File: src/rtl/johnson_pkg.sv
// -----------------------------------------------------------------------------
// johnson_pkg
// Shared definitions for the Johnson sequencer:
//   - WIDTH / PHASES  : counter stage count and number of legal codes
//   - state_e         : controller FSM states (IDLE, RUN, DONE)
//   - JC_CODE         : the 8 legal codes in forward order
//   - JC_PHASE        : one-hot phase decode for each legal code
//   - jc_step()       : one shift step, forward or reverse
//   - jc_decode()     : code -> one-hot phase (all-zero for illegal codes)
//   - jc_legal()      : 1 when the code is one of the 8 legal codes
// -----------------------------------------------------------------------------
package johnson_pkg;

   localparam int WIDTH  = 4;
   localparam int PHASES = 2 * WIDTH;

   typedef enum logic [1:0] {
      ST_IDLE = 2'b00,
      ST_RUN  = 2'b01,
      ST_DONE = 2'b10
   } state_e;

   // Index i holds the code at forward position i.
   localparam logic [WIDTH-1:0] JC_CODE [PHASES] = '{
      4'b0000, 4'b1000, 4'b1100, 4'b1110,
      4'b1111, 4'b0111, 4'b0011, 4'b0001
   };

   localparam logic [PHASES-1:0] JC_PHASE [PHASES] = '{
      8'b0000_0001, 8'b0000_0010, 8'b0000_0100, 8'b0000_1000,
      8'b0001_0000, 8'b0010_0000, 8'b0100_0000, 8'b1000_0000
   };

   // Forward shifts the inverted LSB into the MSB; reverse mirrors it.
   function automatic logic [WIDTH-1:0] jc_step(input logic [WIDTH-1:0] cur,
                                                input logic             rev);
      logic [WIDTH-1:0] nxt;
      if (rev) begin
         nxt = {cur[WIDTH-2:0], ~cur[WIDTH-1]};
      end else begin
         nxt = {~cur[0], cur[WIDTH-1:1]};
      end
      return nxt;
   endfunction

   // Phase index is the position in the forward sequence regardless of dir.
   function automatic logic [PHASES-1:0] jc_decode(input logic [WIDTH-1:0] cur);
      logic [PHASES-1:0] ph;
      ph = {PHASES{1'b0}};
      for (int i = 0; i < PHASES; i++) begin
         if (cur == JC_CODE[i]) begin
            ph = JC_PHASE[i];
         end else begin
            ph = ph;
         end
      end
      return ph;
   endfunction

   function automatic logic jc_legal(input logic [WIDTH-1:0] cur);
      return |jc_decode(cur);
   endfunction

endpackage

File: src/rtl/johnson_core.sv
// -----------------------------------------------------------------------------
// johnson_core
// Bare Johnson shift register. Steps one position per clock while en is high,
// in the direction selected by dir.
// Ports:
//   clk : clock, rising edge
//   rst : synchronous active-low reset, loads 0000
//   en  : advance one step this cycle
//   dir : 0 = forward, 1 = reverse
//   q   : current code (registered)
// -----------------------------------------------------------------------------
module johnson_core
   import johnson_pkg::*;
(
   input  logic             clk,
   input  logic             rst,
   input  logic             en,
   input  logic             dir,
   output logic [WIDTH-1:0] q
);

   logic [WIDTH-1:0] q_q;

   // Shift register; an illegal code (e.g. from an upset) is forced back to
   // 0000 so the counter can never lock into the parasitic cycle.
   always_ff @(posedge clk) begin
      if (!rst) begin
         q_q <= 4'b0000;
      end else if (!jc_legal(q_q)) begin
         q_q <= 4'b0000;
      end else if (en) begin
         q_q <= jc_step(q_q, dir);
      end else begin
         q_q <= q_q;
      end
   end

   assign q = q_q;

endmodule

File: src/rtl/johnson_seq_ctrl.sv
// -----------------------------------------------------------------------------
// johnson_seq_ctrl
// Run controller around a 4-stage Johnson counter. A run is requested with
// start in IDLE; the counter steps every div+1 cycles while hold is low, and
// the run ends on a revolution boundary (q back to 0000) once run_len
// revolutions are complete or a stop request is pending.
// Ports:
//   clk     : clock, rising edge
//   rst     : synchronous active-low reset
//   start   : request a run (IDLE only)
//   stop    : graceful stop request (RUN only, latched)
//   hold    : freeze stepping and prescaler
//   dir     : 0 = forward, 1 = reverse (sampled at start)
//   div     : step period minus one (sampled at start)
//   run_len : revolutions per run, 0 = continuous (sampled at start)
//   q       : Johnson counter value
//   phase   : one-hot phase decode of q
//   busy    : high while in RUN
//   done    : one-cycle pulse in DONE
//   rev_cnt : revolutions completed in current or last run (saturating)
// -----------------------------------------------------------------------------
module johnson_seq_ctrl
   import johnson_pkg::*;
#(
   parameter int WIDTH = johnson_pkg::WIDTH,
   parameter int RUN_W = 8
) (
   input  logic                clk,
   input  logic                rst,
   input  logic                start,
   input  logic                stop,
   input  logic                hold,
   input  logic                dir,
   input  logic [3:0]          div,
   input  logic [RUN_W-1:0]    run_len,
   output logic [WIDTH-1:0]    q,
   output logic [2*WIDTH-1:0]  phase,
   output logic                busy,
   output logic                done,
   output logic [RUN_W-1:0]    rev_cnt
);

   state_e             state_q, state_d;
   logic [3:0]         presc_q, presc_d;
   logic [RUN_W-1:0]   rev_q, rev_d;
   logic               stop_pend_q, stop_pend_d;
   logic               dir_q, dir_d;
   logic [3:0]         div_q, div_d;
   logic [RUN_W-1:0]   len_q, len_d;

   logic [WIDTH-1:0]   q_s;
   logic               step_s;
   logic               rev_edge_s;
   logic [RUN_W-1:0]   rev_inc_s;
   logic               len_hit_s;

   johnson_core u_core (
      .clk (clk),
      .rst (rst),
      .en  (step_s),
      .dir (dir_q),
      .q   (q_s)
   );

   // Step strobe, revolution detection and saturating revolution count.
   always_comb begin
      step_s     = (state_q == ST_RUN) && !hold && (presc_q == div_q);
      rev_edge_s = step_s && (jc_step(q_s, dir_q) == 4'b0000);
      if (rev_q == {RUN_W{1'b1}}) begin
         rev_inc_s = rev_q;
      end else begin
         rev_inc_s = rev_q + {{(RUN_W-1){1'b0}}, 1'b1};
      end
      len_hit_s  = (len_q != {RUN_W{1'b0}}) && (rev_inc_s == len_q);
   end

   // FSM next-state, prescaler, stop latch and run-parameter capture.
   always_comb begin
      state_d     = state_q;
      presc_d     = presc_q;
      rev_d       = rev_q;
      stop_pend_d = stop_pend_q;
      dir_d       = dir_q;
      div_d       = div_q;
      len_d       = len_q;

      case (state_q)
         ST_IDLE: begin
            // A stop arriving together with start is dropped.
            stop_pend_d = 1'b0;
            if (start) begin
               dir_d   = dir;
               div_d   = div;
               len_d   = run_len;
               presc_d = 4'd0;
               rev_d   = {RUN_W{1'b0}};
               state_d = ST_RUN;
            end else begin
               state_d = ST_IDLE;
            end
         end

         ST_RUN: begin
            // Stop is latched even while hold freezes stepping.
            if (stop) begin
               stop_pend_d = 1'b1;
            end else begin
               stop_pend_d = stop_pend_q;
            end

            if (hold) begin
               presc_d = presc_q;
            end else if (presc_q == div_q) begin
               presc_d = 4'd0;
            end else begin
               presc_d = presc_q + 4'd1;
            end

            // Runs only end on a revolution boundary so q is always 0000
            // when DONE is reached.
            if (rev_edge_s) begin
               rev_d = rev_inc_s;
               if (len_hit_s || stop_pend_q) begin
                  state_d = ST_DONE;
               end else begin
                  state_d = ST_RUN;
               end
            end else begin
               state_d = ST_RUN;
            end
         end

         ST_DONE: begin
            stop_pend_d = 1'b0;
            state_d     = ST_IDLE;
         end

         default: begin
            stop_pend_d = 1'b0;
            state_d     = ST_IDLE;
         end
      endcase
   end

   // Controller state registers.
   always_ff @(posedge clk) begin
      if (!rst) begin
         state_q     <= ST_IDLE;
         presc_q     <= 4'd0;
         rev_q       <= {RUN_W{1'b0}};
         stop_pend_q <= 1'b0;
         dir_q       <= 1'b0;
         div_q       <= 4'd0;
         len_q       <= {RUN_W{1'b0}};
      end else begin
         state_q     <= state_d;
         presc_q     <= presc_d;
         rev_q       <= rev_d;
         stop_pend_q <= stop_pend_d;
         dir_q       <= dir_d;
         div_q       <= div_d;
         len_q       <= len_d;
      end
   end

   assign q       = q_s;
   assign phase   = jc_decode(q_s);
   assign busy    = (state_q == ST_RUN);
   assign done    = (state_q == ST_DONE);
   assign rev_cnt = rev_q;

endmodule

File: config.mk
export PLATFORM = sky130hd
export DESIGN_NAME = johnson_seq_ctrl
export DESIGN_NICKNAME = d
export VERILOG_FILES = /design/src/rtl/johnson_pkg.sv /design/src/rtl/johnson_core.sv /design/src/rtl/johnson_seq_ctrl.sv
export SDC_FILE = /design/constraint.sdc
export NUM_CORES = 1
export LEC_CHECK = 0
export CAP_MARGIN = 40
export CELL_PAD_IN_SITES_DETAIL_PLACEMENT = 1
export CELL_PAD_IN_SITES_GLOBAL_PLACEMENT = 1
export CORE_ASPECT_RATIO = 1.25
export CORE_MARGIN = 2
export CORE_UTILIZATION = 33
export CTS_CLUSTER_SIZE = 16
export DETAILED_ROUTE_END_ITERATION = 10
export GPL_TIMING_DRIVEN = 0
export PLACE_DENSITY = 0.81
export RECOVER_POWER = 25
export SETUP_SLACK_MARGIN = 0.4
export SYNTH_ARGS = -nofsm -noshare
export SYNTH_HDL_FRONTEND = slang
export SYNTH_SLANG_ARGS = --single-unit
File: constraint.sdc
create_clock -name clk -period 2.1 [get_ports clk]
set_input_delay 0.42 -clock clk [delete_from_list [all_inputs] [get_ports clk]]
set_output_delay 0.42 -clock clk [all_outputs]
set_load 0.05 [all_outputs]
==> run_results.csv <==
group,metric,value,unit
logic_synthesis,yosysMostFrequentCell,"nand2_1",
timing,relSlewSlack,66.4,%
routing,wirelength,6640,µm
clocking,cts_buffer_depth,2,
timing,hold_viol_final,0,
clocking,root_buffer,"clkbuf_8",
floorplanning,die_h,90.0,µm
clocking,clock_sinks,32,
floorplanning,die_area,6550,µm²
logic_synthesis,ys_ff_latch,32,
timing,fmax,526,MHz
cells_and_area,nets,344,
setup_path,crit_fanout,6,
power,power.total,1.56,mW
logic_synthesis,yosys_warnings,0,
timing,period_minus_slack,1900,ps
timing,hold_slack,480,ps
floorplanning,pin_count,40,
clocking,cts_htree_levels,2,
routing,drtIter0Drc,54,
setup_path,max_stage_delay,370,ps
timing,min_period_over_period,90.5,%
setup_path,path_class,"register to register",
logic_synthesis,ys_seq_area_share,32.8,%
logic_synthesis,ys_top_cells_by_area,"dfxtp_1 33%, nand2_1 8.3%, a21boi_0 6.1%",
clocking,path_clk_slew,70,ps
timing,setup_violations,0,
power,powerDensity,498,nW/µm²
logic_synthesis,synth_nets,276,
power,peakVddDrop,0.261,mV
routing,drc_errors,0,
logic_synthesis,synthFlopType,"dfxtp_1",
logic_synthesis,synth_common_cells,"43 x nand2_1, 32 x dfxtp_1, 25 x nor2_1, 16 x a21boi_0, 14 x a21oi_1",
placement,numPortBuffers,39,
clocking,numCtsBuffers,5,
status,outcome,"complete, no violations",
floorplanning,num_rows,31,
power,p_leak,1.15,nW
logic_synthesis,synthArstFlopShare,0,%
cells_and_area,diodes,0,
floorplanning,fp.dieW,72.8,µm
logic_synthesis,synth_cell_types,47,
grt,grt_max_degree,11,
setup_path,critPathArrivalTime,2100,ps
logic_synthesis,synth_top_area_share,32.8,%
timing,slew_viol_final,0,
setup_path,path_cells,"ha_4 -> buf_6 -> and4_4 -> a21oi_2 -> a221oi_2 -> nand4_1 -> or3_4 -> o32ai_2",
cells_and_area,area_delta_synth_final,60.9,%
timing,skew,3.43,ps
flow_run,drv_cap,0,
grt,grtUsageTotal,19.3,%
timing,worst_pin_slew,506,ps
logic_synthesis,yosysTopAreaCell,"dfxtp_1",
hold_path,worstHoldPathType,"register to register",
grt,first_global_vias,2119,
placement,dp_hpwl,4370,µm
clocking,cts_tree,"built",
routing,dr.pass1.iters,4,
logic_synthesis,synth_area,1950,µm²
clocking,clk_latency,280,ps
routing,detail-route-antenna-nets,0,
routing,vias_per_cell,5.47,
routing,wl_per_cell,17.0,µm
placement,globalplace.congestion,0.819,
floorplanning,core_area,5740,µm²
timing,grt_setup_unrepaired,"yes",
logic_synthesis,synth-edff-count,0,
routing,vias,2140,
cells_and_area,layout-drive-gt1-share,33.5,%
setup_path,required,2300,ps
setup_path,cpMaxStageDelayCell,"dfxtp_4",
logic_synthesis,postSynthCellCount,256,
grt,grt_pass1_wl,10200,µm
grt,overflow,0,
grt,antenna_found_initial,0,
logic_synthesis,syn_avg_cell_area,7.63,µm²
timing,setup_tns,0,ps
setup_path,critPathCaptureType,"register",
setup_path,startpoint_type,"register",
floorplanning,initial_core_util,34.0,%
==> through the flow <==
step	util (%)	area [µm²]	setup slack (ps)	cells
final	54.7	3140	200	391
after CTS	51.2	2940	194	378
after global routing	54.7	3140	74.6	391
after detailed placement	46.6	2680	-135	361
after global placement	46.6	2680	-85.9	361
after floorplan	-	2200	252	256
==> layout by cell type, fill, tap and decap left out, drive strengths merged, types with 11 or more instances in the layout <==
cell           Yosys  layout
buf                6      37
a21boi            16      16
dlygate4sd2        0      11
a21oi             14      14
clkbuf            12      19
nor3              11      11
clkdlybuf4s50      0      16
nor2              27      27
nand2             43      43
dfxtp             32      32
==> final timing paths <==
check	startpoint	to	slack (ps)	cells past startpoint
max	rev_cnt[1]	state_q[1]	200	8
min reg2reg	stop_pend_q	stop_pend_q	480	2
max reg2reg	rev_cnt[1]	state_q[1]	200	8
min	stop_pend_q	stop_pend_q	480	2
==> final cells by class <==
type,instances,area [µm²]
timing repair buffer,61,572
tap,66,82.6
sequential,32,679
inverter,4,15.0
buffer,18,199
multi-input combinational,202,1490
clock inverter,1,5.00
fill,675,2600
clock buffer,7,97.6
==> report_power, final <==
part	switching [mW]	internal (mW)
registers	0.0286	0.625
clock network	0.232	0.304
logic	0.201	0.173
total	0.462	1.10
==> repair_timing <==
item                       CTS  global route
pin swaps                    8            22
resized for setup           92            38
gates cloned                 1             1
setup buffers                8            12
setup endpoints to repair   47            36
hold buffers                 0             0
==> critical path, delay by kind of cell (launching register included) <==
kind	cells	cell delay, ps
buffers and inverters	1	100
adders and majority gates	1	130
and+or+nand+nor	3	790
AOI/OAI and AO/OA	3	430
DFF	1	370
==> flip-flops by register name, indices dropped and copies added (netlist names) <==
name	cells
presc_q	4
len_q	8
dir_q	1
div_q	4
stop_pend_q	1
u_core.q	4
state_q	2
rev_cnt	8
==> metal layers <==
metal	up-vias	global-route usage [%]	wire length, µm
met5	-	0	0
met3	10	3.36	164
met2	36	34.2	3650
met1	1050	23.5	2710
met4	0	5.09	114
li1	1044	-	-
==> logic make-up after synthesis <==
group / synth area share, %
buffers and inverters: 5.00
adders and majority gates: 1.28
xor gates and xnor gates: 4.93
DFF: 32.8
and+or+nand+nor: 32.5
muxes: 2.05
AOI/OAI and AO/OA: 21.4
Power figures use the tool's default switching activity.
